### config.mk
export PLATFORM = sky130hd
export DESIGN_NAME = pipe_hazard_ctrl
export DESIGN_NICKNAME = d
export VERILOG_FILES = /design/src/rtl/pipe_hazard_ctrl.sv
export SDC_FILE = /design/constraint.sdc
export NUM_CORES = 1
export LEC_CHECK = 0
export CORE_ASPECT_RATIO = 1.75
export CORE_UTILIZATION = 30
export CTS_BUF_LIST = sky130_fd_sc_hd__clkbuf_4 sky130_fd_sc_hd__clkbuf_8
export CTS_CLUSTER_SIZE = 20
export DETAILED_ROUTE_END_ITERATION = 7
export MAX_ROUTING_LAYER = met4
export PLACE_DENSITY = 0.67
export SLEW_MARGIN = 25
export SYNTH_ARGS = -nofsm -noshare
export SYNTH_HDL_FRONTEND = slang
export SYNTH_SLANG_ARGS = --single-unit
### constraint.sdc
create_clock -name Clk -period 4.9 [get_ports Clk]
set_input_delay 1.47 -clock Clk [delete_from_list [all_inputs] [get_ports Clk]]
set_output_delay 1.47 -clock Clk [all_outputs]
set_load 0.01 [all_outputs]
### src/rtl/pipe_hazard_ctrl.sv
`default_nettype none
// +------------------------------------------------------------------------+
// | pipe_hazard_ctrl                                                       |
// | Load-use stall, branch/jump flush and operand-forwarding control for a |
// | five-stage pipeline, with saturating stall and flush event counters.   |
// | Revision: 1.0                                                          |
// +------------------------------------------------------------------------+
module pipe_hazard_ctrl #(
  parameter int CNT_W = 16
) (
  input  logic             Clk,
  input  logic             Reset,
  input  logic [4:0]       D_Rs,
  input  logic [4:0]       D_Rt,
  input  logic             D_UseRs,
  input  logic             D_UseRt,
  input  logic [4:0]       E_Rs,
  input  logic [4:0]       E_Rt,
  input  logic [4:0]       E_Rw,
  input  logic             E_RegWr,
  input  logic             E_MemtoReg,
  input  logic [4:0]       M_Rw,
  input  logic             M_RegWr,
  input  logic             M_MemtoReg,
  input  logic             M_PCSrc,
  input  logic [4:0]       W_Rw,
  input  logic             W_RegWr,
  output logic             PC_WE,
  output logic             IFID_WE,
  output logic             IFID_Flush,
  output logic             IDEX_Flush,
  output logic             EXMEM_Flush,
  output logic [1:0]       ForwardA,
  output logic [1:0]       ForwardB,
  output logic             FwdDA,
  output logic             FwdDB,
  output logic             D_Valid,
  output logic             E_Valid,
  output logic             M_Valid,
  output logic             W_Valid,
  output logic [CNT_W-1:0] StallCnt,
  output logic [CNT_W-1:0] FlushCnt
);

  typedef enum logic [0:0] {
    RUN     = 1'b0,
    LDSTALL = 1'b1
  } state_t;

  localparam logic [CNT_W-1:0] C_CNT_MAX = {CNT_W{1'b1}};
  localparam logic [CNT_W-1:0] C_CNT_ONE = {{(CNT_W-1){1'b0}}, 1'b1};

  state_t           state_q, state_d;
  logic             d_valid_q, d_valid_d;
  logic             e_valid_q, e_valid_d;
  logic             m_valid_q, m_valid_d;
  logic             w_valid_q, w_valid_d;
  logic [CNT_W-1:0] stall_cnt_q, stall_cnt_d;
  logic [CNT_W-1:0] flush_cnt_q, flush_cnt_d;

  logic redir;
  logic ld_use;
  logic stall;
  logic m_fwd_ok;
  logic w_fwd_ok;

  assign redir  = m_valid_q & M_PCSrc;
  assign ld_use = ~redir & d_valid_q & e_valid_q & E_RegWr & E_MemtoReg &
                  (E_Rw != 5'd0) &
                  ((D_UseRs & (D_Rs == E_Rw)) | (D_UseRt & (D_Rt == E_Rw)));
  // The bubble inserted by a stall must not re-trigger the same hazard.
  assign stall  = ld_use & (state_q == RUN);

  // A load still in Mem has no data yet, so only ALU results forward from Mem.
  assign m_fwd_ok = m_valid_q & M_RegWr & ~M_MemtoReg & (M_Rw != 5'd0);
  assign w_fwd_ok = w_valid_q & W_RegWr & (W_Rw != 5'd0);

  always_comb begin
    PC_WE       = 1'b1;
    IFID_WE     = 1'b1;
    IFID_Flush  = 1'b0;
    IDEX_Flush  = 1'b0;
    EXMEM_Flush = 1'b0;
    if (Reset) begin
      PC_WE       = 1'b0;
      IFID_WE     = 1'b0;
      IFID_Flush  = 1'b1;
      IDEX_Flush  = 1'b1;
      EXMEM_Flush = 1'b1;
    end else if (redir) begin
      IFID_Flush  = 1'b1;
      IDEX_Flush  = 1'b1;
      EXMEM_Flush = 1'b1;
    end else if (stall) begin
      PC_WE      = 1'b0;
      IFID_WE    = 1'b0;
      IDEX_Flush = 1'b1;
    end
  end

  always_comb begin
    ForwardA = 2'b00;
    ForwardB = 2'b00;
    FwdDA    = 1'b0;
    FwdDB    = 1'b0;
    if (!Reset) begin
      if (m_fwd_ok && (M_Rw == E_Rs))      ForwardA = 2'b01;
      else if (w_fwd_ok && (W_Rw == E_Rs)) ForwardA = 2'b10;
      if (m_fwd_ok && (M_Rw == E_Rt))      ForwardB = 2'b01;
      else if (w_fwd_ok && (W_Rw == E_Rt)) ForwardB = 2'b10;
      FwdDA = w_fwd_ok & (W_Rw == D_Rs);
      FwdDB = w_fwd_ok & (W_Rw == D_Rt);
    end
  end

  always_comb begin
    state_d     = RUN;
    d_valid_d   = redir ? 1'b0 : (stall ? d_valid_q : 1'b1);
    e_valid_d   = (redir | stall) ? 1'b0 : d_valid_q;
    m_valid_d   = redir ? 1'b0 : e_valid_q;
    w_valid_d   = m_valid_q;
    stall_cnt_d = stall_cnt_q;
    flush_cnt_d = flush_cnt_q;
    if (state_q == RUN && stall) state_d = LDSTALL;
    if (stall && stall_cnt_q != C_CNT_MAX) stall_cnt_d = stall_cnt_q + C_CNT_ONE;
    if (redir && flush_cnt_q != C_CNT_MAX) flush_cnt_d = flush_cnt_q + C_CNT_ONE;
  end

  always_ff @(posedge Clk or posedge Reset) begin
    if (Reset) begin
      state_q     <= RUN;
      d_valid_q   <= 1'b0;
      e_valid_q   <= 1'b0;
      m_valid_q   <= 1'b0;
      w_valid_q   <= 1'b0;
      stall_cnt_q <= '0;
      flush_cnt_q <= '0;
    end else begin
      state_q     <= state_d;
      d_valid_q   <= d_valid_d;
      e_valid_q   <= e_valid_d;
      m_valid_q   <= m_valid_d;
      w_valid_q   <= w_valid_d;
      stall_cnt_q <= stall_cnt_d;
      flush_cnt_q <= flush_cnt_d;
    end
  end

  assign D_Valid  = d_valid_q;
  assign E_Valid  = e_valid_q;
  assign M_Valid  = m_valid_q;
  assign W_Valid  = w_valid_q;
  assign StallCnt = stall_cnt_q;
  assign FlushCnt = flush_cnt_q;

endmodule
`default_nettype wire

---- Word-level counts from Yosys, hierarchy flattened ----
Cells that the tools add are included.
word-level totals
  word-level logic and storage cells ...... 73
  bits in registers ....................... 37
  bits of input ports ..................... 45
cells by class
  reductions and logical operators ........ 10
  equal/unequal tests ..................... 11
  $add $sub $neg .......................... 2
  bitwise logic cells ..................... 22
  multiplexer cells ....................... 21
operator list
  cell                                                             count
  5-bit == test                                                    8
  16-bit by 1-bit adder with 16-bit output, second input constant  2
  16-bit inequality test, second input constant                    2
  1-bit AND                                                        17
  1-bit 2-to-1 mux                                                 15
  5-bit nonzero test                                               3
  2-bit 2-to-1 mux                                                 6
  1-bit logical AND                                                7
  1-bit inverter                                                   3
  2-bit inequality test, second input constant                     1
  1-bit OR                                                         2

---- Longest topological paths before layout ----
  word-level depth ........................ 12
  gate-level depth with buffers ........... 6
  gate-level depth less buffers ........... 6

---- Worst setup path after synthesis ----
Ideal clock, no wire load.
  kind .................................... in2out
  start point ............................. input port Reset
  end point ............................... output port ForwardA[1]
  arrival time ............................ 3.129 ns
  stages .................................. 4
  slack ................................... 0.301 ns
  cells stage by stage .................... inv_1 > o2111ai_1 > nor4_1 > o31a_1
on the way
  cells in the longest elaborated chain, start to end .. 1
RTL lines
  item              RTL line  RTL
  from (decl)       12        input logic Reset,
  2-bit 2-to-1 mux  106       if (!Reset) begin
  to (decl)         33        output logic [1:0] ForwardA,
No other way between the ends.

---- Worst setup path in the final report ----
  start point ............................. input port M_Rw[1]
  end point ............................... output port ForwardA[0]
on the way
  cells in the longest elaborated chain, start to end .. 5
RTL lines
  item                 RTL line  RTL
  from (decl)          22        input logic [4:0] M_Rw,
  5-bit nonzero test   75        assign m_fwd_ok = m_valid_q & M_RegWr & ~M_MemtoReg & (M_Rw != 5'd0);
  1-bit AND            75
  1-bit logical AND *  107       if (m_fwd_ok && (M_Rw == E_Rs)) ForwardA = 2'b01;
  2-bit 2-to-1 mux *   107
  2-bit 2-to-1 mux *   106
Every way passes the cells marked *; elsewhere a longest branch is shown, timed or not.

==> metrics.txt <==
clock sinks 37; detailed-route via count 2183; Crit. End Element primary output; initial antenna violation count 0; Worst setup SP type primary input; cell-internal power 611 uW; multi-input logic area 1360 um2; crit-path max FO 2; Post-DRT Antenna Nets 0; first-pass GRT wire length 10600 um; EDFF count, synth 0; Hold-fix buffers, CTS 0; syn avg cell area 10.1 um2; met1 WL 2570 um; Reg power frac 43.1%; clock slew at reported path FFs 0.07 ns; routed wire length 7080 um; Cell Area, Synth 2310 um2; share of layout cells above drive strength 1 15.5%; final period utilization 98.8%; total chip power 889 uW; worst min path class reg -> reg; CP Cell Sequence clkdlybuf4s50_1, or4_1, nor2_1, nor3_2, nand4_1, nor4_2, clkdlybuf4s50_1; Area contributors post-synth dfrtp_1 (40%), xnor2_1 (20%), xor2_1 (5.7%); WL per Instance 16.2 um; Async S/R FF share, synth 100%; port bufs 91; Logic pwr share 32.6%; post-route minimum period 4.84 ns; Yosys top cell area share 40.1%; vias per cell 5.01; final-report hold violation count 0; largest family of logic cells by synthesized area XOR/XNOR gates; fin nets 394; xor/xnor share of the synthesized area 26.2%; Initial Util 30.7%; Data required, critical path 3.43 ns; worst hold path startpoint M_Valid$_DFF_PP0_; crit path DAT 3.37 ns; CTS tree yes; cell with the most instances after synthesis xnor2_1; max cap viols 0; placed cell count 424; worst slew pin tran 0.633 ns; clock skew 0.00365 ns; drt drc 0; post-DP HPWL 5520 um; mux cell area share after synthesis 1.46%; clock network fraction of total power 24.3%; Sw Ratio 31.2%; Cells after Synth 228; PnR worst setup slack 0.0579 ns; Post-Synth Adder-Cell Area 1.08%; Num CTS Buffers 5; uppermost routed layer met4; # setup viols final 0; outcome finished, final reports clean; routed wl met3 430 um; io pins 92; Post-synth top flop dfrtp_1; H-tree levels 2; Crit Path Class in -> out; met2 WL 3870 um; clk root buf clkbuf_8; worst skew pair latency 0.30 ns; Yosys top cell by area dfrtp_1; critical path's most frequent cell clkdlybuf4s50_1; fmax 0.207 GHz; post-place setup slack -0.139 ns; initial DRC count 35; fin cells 436; #FFs+latches synth 37; core area 7510 um2; post-synthesis compound-gate area fraction 5.64%; RSZ-0062 raised after global routing no; gr ovfl total 0; Syn. warnings 0; max_slew headroom 57.3%; Total GRT Usage 18.6%; die height 118 um; post-synth cell types 38; post-place instance area 3480 um2; pwr/cell area 245 nW/um2; net count after synthesis 275; Final Cell Area 3630 um2; vias in the first global route 2202; Simple-Gate Fraction of Synth Area 23.5%; post-layout util 48.3%; pin count of the biggest net entering global routing 38; antenna diode count 0; die area 8060 um2; Slowest cell on crit path or4_1; flip-flop and latch area 926 um2; leak pwr 1.49 nW; Critical Path Source M_Rw[1]; switching pwr 278 uW; First-pass DRT Iterations 4; P&R area growth vs syn 57.2%; CTS max path bufs 2; chip width 68.3 um; synth cell count leaders xnor2_1 (54), dfrtp_1 (37), nand2_1 (22); Cell Rows 42; Slew Viols, Final 0; FF-to-FF Start StallCnt[0]$_DFFE_PP0P_; Critical Path Max Stage Delay 0.53 ns; post-synthesis sequential area ratio 40.1%; GPL Wtd Cong 0.785; Worst VDD drop 179 uV; Layout fillers 720
[sequential cells by signal, indices dropped and copies added (netlist names)]
register and flops:
FlushCnt 16, StallCnt 16, D_Valid 1, E_Valid 1, M_Valid 1, W_Valid 1, state_q 1
[final timing paths]
path                                                end  slack, ns  cells past startpoint
worst max-delay path                        ForwardA[0]       0.06                      7
worst min-delay path                  W_Valid$_DFF_PP0_       0.50                      0
worst max register to register  StallCnt[1]$_DFFE_PP0P_       2.84                      6
max in group asynchronous       StallCnt[4]$_DFFE_PP0P_       2.79                      4
min in group asynchronous             M_Valid$_DFF_PP0_       1.78                      4
worst min register to register        W_Valid$_DFF_PP0_       0.50                      0
[final cells by class]
cell class | count | share of cell area [%]
Multi-Input combinational cell | 181 | 37.5
Timing Repair Buffer | 120 | 31.4
Tap cell | 88 | 3.03
Clock inverter | 2 | 0.276
Sequential cell | 37 | 25.5
Clock buffer | 6 | 2.10
Inverter | 2 | 0.207
[stage by stage]
step / TNS, ns / hold slack, ns
after floorplan: 0 / 0.489
after global placement: -0.507 / 0.480
after detailed placement: -0.542 / 0.491
after CTS: 0 / 0.510
after global routing: 0 / 0.528
final: 0 / 0.500
[routing by layer]
metal / vias up / global-route usage [%]
met2: 81 / 33.6
met3: 15 / 3.97
li1: 1044 / -
met4: 0 / 9.11
met1: 1043 / 17.2
met5: - / -
[placed cells by master, fill, tap and decap left out, types with 3 or more instances in the layout]
master	netlist	final
and4_1	3	3
nand4_1	14	14
clkdlybuf4s50_1	0	84
buf_4	2	28
and3_1	8	8
dlymetal6s2s_1	0	4
nor4_2	1	3
nand2_1	22	22
xnor2_1	54	54
nand3_1	17	17
xor2_1	15	15
clkbuf_8	0	5
nor4_1	7	5
dfrtp_1	37	37
nor2_1	9	9
[repair_timing]
item,CTS,global route
setup buffers,0,4
resized for setup,5,8
endpoints found under the setup margin,7,6
pin swaps,0,4
[logic make-up after synthesis]
| group | count (synthesis) |
|---|---|
| simple gates | 97 |
| xor+xnor | 69 |
| flops | 37 |
| compound gates | 10 |
| buf+inv | 10 |
| mux | 3 |
| fa+ha+maj | 2 |
[power by group through the flow]
stage	clock, mW	sequential, mW	combinational [mW]
after CTS	0.224	0.384	0.287
after global placement	0	0.387	0.283
after detailed placement	0	0.388	0.286
after global routing	0.237	0.388	0.311
after floorplan	0	0.395	0.107
final	0.216	0.383	0.290
[worst max-delay path, delay by kind of cell]
family	cells	cell delay, ns
buffers and inverters	2	0.90
AND/OR/NAND/NOR	5	1.00
Power figures use the tool's default switching activity.
